==> src/rtl/sfilt_mc.sv <==
// Multi-channel filter accumulator. Commands are load, multiply-accumulate, rounding
// shift-right and output-and-clear. Each command acts on one channel's accumulator.
module sfilt_mc #(
    parameter int DW  = 32,
    parameter int NCH = 4,
    parameter int SHW = 7,
    parameter int SAT = 1
) (
    input  logic                      clk,
    input  logic                      rst,
    input  logic                      pushin,
    input  logic [1:0]                cmd,
    input  logic [$clog2(NCH)-1:0]    ch,
    input  logic signed [DW-1:0]      q,
    input  logic signed [DW-1:0]      h,
    output logic                      pushout,
    output logic [$clog2(NCH)-1:0]    chout,
    output logic signed [DW-1:0]      z,
    output logic                      ovf
);

    localparam int ACCW = 2 * DW;
    localparam int CW   = $clog2(NCH);
    localparam int SW   = $clog2(ACCW);

    typedef enum logic [1:0] {
        CMD_LOAD = 2'd0,
        CMD_MAC  = 2'd1,
        CMD_SHR  = 2'd2,
        CMD_OUT  = 2'd3
    } cmd_e;

    logic                   r_s1Valid;
    cmd_e                   r_s1Cmd;
    logic [CW-1:0]          r_s1Ch;
    logic signed [DW-1:0]   r_s1Q;
    logic signed [DW-1:0]   r_s1H;

    logic                   r_s2Valid;
    cmd_e                   r_s2Cmd;
    logic [CW-1:0]          r_s2Ch;
    logic signed [ACCW-1:0] r_s2Prod;
    logic [SHW-1:0]         r_s2Shift;

    logic signed [ACCW-1:0] r_acc [NCH];

    logic                   r_s3Valid;
    logic [CW-1:0]          r_s3Ch;
    logic [DW-1:0]          r_s3Z;
    logic                   r_s3Ovf;

    logic                   r_pushout;
    logic [CW-1:0]          r_chout;
    logic [DW-1:0]          r_z;
    logic                   r_ovf;

    logic signed [ACCW-1:0] w_qExt;
    logic signed [ACCW-1:0] w_hExt;
    logic signed [ACCW-1:0] w_prod;

    logic signed [ACCW-1:0] w_accCur;
    logic [SW-1:0]          w_shAmt;
    logic                   w_rndBit;
    logic signed [ACCW-1:0] w_asr;
    logic signed [ACCW-1:0] w_shifted;
    logic [ACCW-DW:0]       w_hi;
    logic                   w_ovf;
    logic [DW-1:0]          w_z;
    logic signed [ACCW-1:0] w_accNext;

    assign w_qExt = {{DW{r_s1Q[DW-1]}}, r_s1Q};
    assign w_hExt = {{DW{r_s1H[DW-1]}}, r_s1H};
    assign w_prod = w_qExt * w_hExt;

    always_ff @(posedge clk) begin
        if (rst) begin
            r_s1Valid <= 1'b0;
            r_s1Cmd   <= CMD_LOAD;
            r_s1Ch    <= '0;
            r_s1Q     <= '0;
            r_s1H     <= '0;
            r_s2Valid <= 1'b0;
            r_s2Cmd   <= CMD_LOAD;
            r_s2Ch    <= '0;
            r_s2Prod  <= '0;
            r_s2Shift <= '0;
        end else begin
            r_s1Valid <= pushin;
            r_s1Cmd   <= cmd_e'(cmd);
            r_s1Ch    <= ch;
            r_s1Q     <= q;
            r_s1H     <= h;
            r_s2Valid <= r_s1Valid;
            r_s2Cmd   <= r_s1Cmd;
            r_s2Ch    <= r_s1Ch;
            r_s2Prod  <= w_prod;
            r_s2Shift <= r_s1H[SHW-1:0];
        end
    end

    // Accumulator is read and written only here, so same-channel commands chain naturally
    always_comb begin
        w_accCur  = r_acc[r_s2Ch];
        w_shAmt   = (int'(r_s2Shift) >= ACCW) ? SW'(ACCW - 1) : SW'(r_s2Shift);
        w_rndBit  = (w_shAmt == '0) ? 1'b0 : w_accCur[w_shAmt - SW'(1)];
        w_asr     = w_accCur >>> w_shAmt;
        w_shifted = w_asr + $signed({{(ACCW-1){1'b0}}, w_rndBit});
        w_hi      = w_accCur[ACCW-1:DW-1];
        w_ovf     = !((&w_hi) || !(|w_hi));
        w_z       = w_accCur[DW-1:0];
        if ((SAT != 0) && w_ovf) begin
            w_z = w_accCur[ACCW-1] ? {1'b1, {(DW-1){1'b0}}} : {1'b0, {(DW-1){1'b1}}};
        end
        w_accNext = w_accCur;
        case (r_s2Cmd)
            CMD_LOAD: w_accNext = r_s2Prod;
            CMD_MAC:  w_accNext = w_accCur + r_s2Prod;
            CMD_SHR:  w_accNext = w_shifted;
            CMD_OUT:  w_accNext = '0;
            default:  w_accNext = w_accCur;
        endcase
    end

    always_ff @(posedge clk) begin
        if (rst) begin
            for (int i = 0; i < NCH; i++) begin
                r_acc[i] <= '0;
            end
            r_s3Valid <= 1'b0;
            r_s3Ch    <= '0;
            r_s3Z     <= '0;
            r_s3Ovf   <= 1'b0;
            r_pushout <= 1'b0;
            r_chout   <= '0;
            r_z       <= '0;
            r_ovf     <= 1'b0;
        end else begin
            if (r_s2Valid) begin
                r_acc[r_s2Ch] <= w_accNext;
            end
            r_s3Valid <= r_s2Valid && (r_s2Cmd == CMD_OUT);
            if (r_s2Valid && (r_s2Cmd == CMD_OUT)) begin
                r_s3Ch  <= r_s2Ch;
                r_s3Z   <= w_z;
                r_s3Ovf <= w_ovf;
            end
            // Result registers hold until the next output command reaches them
            r_pushout <= r_s3Valid;
            if (r_s3Valid) begin
                r_chout <= r_s3Ch;
                r_z     <= r_s3Z;
                r_ovf   <= r_s3Ovf;
            end
        end
    end

    assign pushout = r_pushout;
    assign chout   = r_chout;
    assign z       = r_z;
    assign ovf     = r_ovf;

endmodule

==> config.mk <==
export PLATFORM = sky130hd
export DESIGN_NAME = sfilt_mc
export DESIGN_NICKNAME = d
export VERILOG_FILES = /design/src/rtl/sfilt_mc.sv
export SDC_FILE = /design/constraint.sdc
export NUM_CORES = 2
export LEC_CHECK = 0
export ABC_AREA = 1
export BUFFER_PORTS_ARGS = -buffer_cell sky130_fd_sc_hd__buf_4
export CAP_MARGIN = 40
export CORE_MARGIN = 4
export CORE_UTILIZATION = 30
export CTS_BUF_LIST = sky130_fd_sc_hd__clkbuf_8
export CTS_CLUSTER_SIZE = 16
export DETAILED_ROUTE_END_ITERATION = 16
export PLACE_DENSITY = 0.49
export SYNTH_ARGS = -nofsm -noshare
export SYNTH_HDL_FRONTEND = slang
export SYNTH_SLANG_ARGS = --single-unit
==> constraint.sdc <==
create_clock -name clk -period 8.2 [get_ports clk]
set_clock_uncertainty 0.2 [all_clocks]
set_input_delay 0.82 -clock clk [delete_from_list [all_inputs] [get_ports clk]]
set_output_delay 0.82 -clock clk [all_outputs]
set_load 0.01 [all_outputs]
==> reports/results.ini <==
[timing]
grt_setup_unrepaired=yes
finalSetupViolations=0
worstMarginPinSlew_ns=0.945
fmax_mhz=127
slew_headroom_pct=37.0
final.setup.tns_ns=0
holdWs_ns=0.0794
finalCritPeriodShare_pct=96.2
slew_viol_final=0
min_period_ns=7.89
fin_ws_ns=0.313
hold_viol=0

[route]
drtPass1Iterations=8
wl_per_cell_um=22.1
vias=60800
drtIter0Drc=5334
via_per_inst=4.87
wirelength_mm=276
ant_nets=0
route.detailed.drc=0

[cts]
clk_latency_ns=0.88
cts.sinks=473
cts_tree=yes
numCtsBuffers=95
h-tree-depth=3
clkSlewWorstSetupHoldPaths_ns=0.06
cts_root_buf=clkbuf_8
clk_path_buf_depth=3

[floorplan]
dieWidth_um=484
initial_core_util_pct=30.2
die_y_um=484
rows=174
pin_count=107
dieArea_um2=235000
core_um2=225000

[synth]
synthMostInstantiatedCell=nand2_1
syn_area_per_cell_um2=7.31
synth_common_cells=nand2_1 (2,230), inv_1 (2,209), fa_1 (1,083), nor2_1 (844), nand3_1 (791)
yosys_warnings=0
synth_simple_gate_area_share_pct=24.1
syn_area_um2=68100
synth-seq-cells=473
synth_fa_ha_area_share_pct=36.4
synth_compound_area_share_pct=6.41
synthXorXnorAreaFrac_pct=0.360
async_flop_share_pct=0
synth_top_area_share_pct=31.8
synth_top_cell_by_area=fa_1
synthMuxAreaShare_pct=0
synth_edf_count=256
synth_top_family_by_area=adder cells
syn-num-nets=10700
synth_cells=9316
synthDistinctLibCells=52
synthTopCellsByArea=fa_1 (32%), nand2_1 (12%), inv_1 (12%)
yosysSeqAreaShare_pct=17.7
synth_flop_cell=edfxtp_1

[power_and_ir_drop]
p_int_mw=9.51
power.switching_mw=12.3
combPwrFrac_pct=74.4
finalPower_mw=21.8
vdd.ir_drop.worst_mv=0.366
seqPwrFrac_pct=13.9
p_per_area_nw_per_um2=286
swShare_pct=56.3
clockPowerShare_pct=11.7
power.leakage_nw=40.7

[global_route]
track_usage_pct=23.5
antenna_found_initial=11
grt_overflow=0
grt_max_degree=85
grt_pass1_wl_mm=414
grt_pass1_vias=63100

[placed_design]
place_congestion=1.03
numPortBuffers=106
dp_cells=12200
pre_cts_ws_ns=0.0544
place_hpwl_mm=226

[worst_setup_path]
crit_chain=buf_12, buf_4, nand2_1, fa_1, fa_2, fa_1, clkinvlp_4, buf_4, buf_4, fa_1, inv_1, fa_1, fa_1, inv_1, fa_1, fa_1, ha_1, inv_1, nor3_1, nand2_1, o21ai_0, o21ai_0, a21oi_1
worst-path-buf-inv=8
arrival_ns=8.48
end_kind=flip-flop
path_max_fanout=17
startpoint_type=flip-flop
cp_slowest_cell=fa_1
cpMostUsedCell=fa_1
worstPathRequired_ns=8.79
crit_family=adder cells
crit_type=flip-flop to flip-flop
cpPeakStageDelay_ns=0.64

[hold_path]
timing.hold.worst.class=input port to flip-flop

[finish]
nets=10800
drive_gt1_share_pct=6.67
fin_cells=12500
layout-area-overhead-vs-synth_pct=11.6

[outcome]
outcome=complete, no violations

[flow_run]
maxCapViolCount=0

state kept, by name, indices dropped and copies added (netlist names), 2 cells and up:
signal and flops:
r_acc 256, r_s2Prod 64, r_s1H 32, r_s1Q 32
r_s3Z 32, z 32, r_s2Shift 7, chout 2
r_s1Ch 2, r_s1Cmd 2, r_s2Ch 2, r_s2Cmd 2
r_s3Ch 2
routing by layer:
layer  GRT usage (%)  share of wire (%)  vias up
met5               0              0.011        -
met4            10.2                5.2        4
met3            2.72                5.5      474
met2            39.1                 47     2037
met1            30.8                 43    30300
li1                -                  -    28000
cells in the final DEF (no fill, tap or decap), types with 104 or more instances in the layout:
master    netlist  layout
inv_1        2209    2232
nand2_1      2230    2226
fa_1         1083    1079
nor2_1        844     835
nand3_1       791     790
a21oi_1       339     334
o21ai_0       315     305
buf_4           8     290
edfxtp_1      256     256
ha_1          250     249
dfxtp_1       217     208
clkbuf_8        0     104
power by group through the flow:
stage          clock (mW)  sequential (mW)  combinational, mW
2_1_floorplan           0             2.87               10.2
3_3_place_gp            0             3.08               15.7
3_5_place_dp            0             3.08               15.7
4_1_cts              2.63             3.03               15.8
5_1_grt              2.71             3.03               18.0
6_report             2.54             3.03               16.2
final cells by class:
class	count	area (um^2)
Fill cell	24200	149000
Multi-Input combinational cell	6182	46000
Sequential cell	473	12000
Inverter	2254	8470
Timing Repair Buffer	408	3820
Tap cell	2992	3740
Clock buffer	104	1430
Clock inverter	68	478
Antenna cell	3	7.51
cells by family after synthesis:
kind of cell | Yosys count
AOI/OAI and AO/OA | 811
DFF | 473
xor gates and xnor gates | 28
adders and majority gates | 1333
and+or+nand+nor | 4010
buffers and inverters | 2661
path summary, 6_finish.rpt:
| path | slack, ns | startpoint | cells after the start | end |
|---|---|---|---|---|
| hold reg to reg | 0.21 | r_s1Ch[0] | 2 | r_s2Ch[0] |
| setup / recovery | 0.31 | r_s1H[11] | 23 | r_s2Prod[62] |
| setup reg to reg | 0.31 | r_s1H[11] | 23 | r_s2Prod[62] |
| hold / removal | 0.08 | ch[1] | 3 | r_s1Ch[1] |
stage by stage:
step	instance area [um^2]	utilization [%]
floorplan	68100	-
global placement	73100	32.5
detailed placement	73300	32.5
CTS	75800	33.6
global route	76000	33.7
finish	76000	33.7
worst reg2reg max path, stage by stage (launching register included):
cell and delay, ns:
dfxtp_1 0.35, buf_12 0.16, buf_4 0.27, nand2_1 0.21, fa_1 0.64, fa_2 0.54
fa_1 0.61, clkinvlp_4 0.20, buf_4 0.20, buf_4 0.13, fa_1 0.48, inv_1 0.06
fa_1 0.49, fa_1 0.49, inv_1 0.05, fa_1 0.47, fa_1 0.48, ha_1 0.38
inv_1 0.16, nor3_1 0.52, nand2_1 0.13, o21ai_0 0.27, o21ai_0 0.12, a21oi_1 0.18
what timing repair did:
item / 4_1_cts / 5_1_grt
resized for setup: 1 / 48
buffers inserted: 0 / 9
pin swaps: 0 / 4
setup endpoints to repair: 1 / 15
endpoints found under the hold margin: 65 / 0
hold buffers: 65 / 0
(Power assumes the default switching activity.)
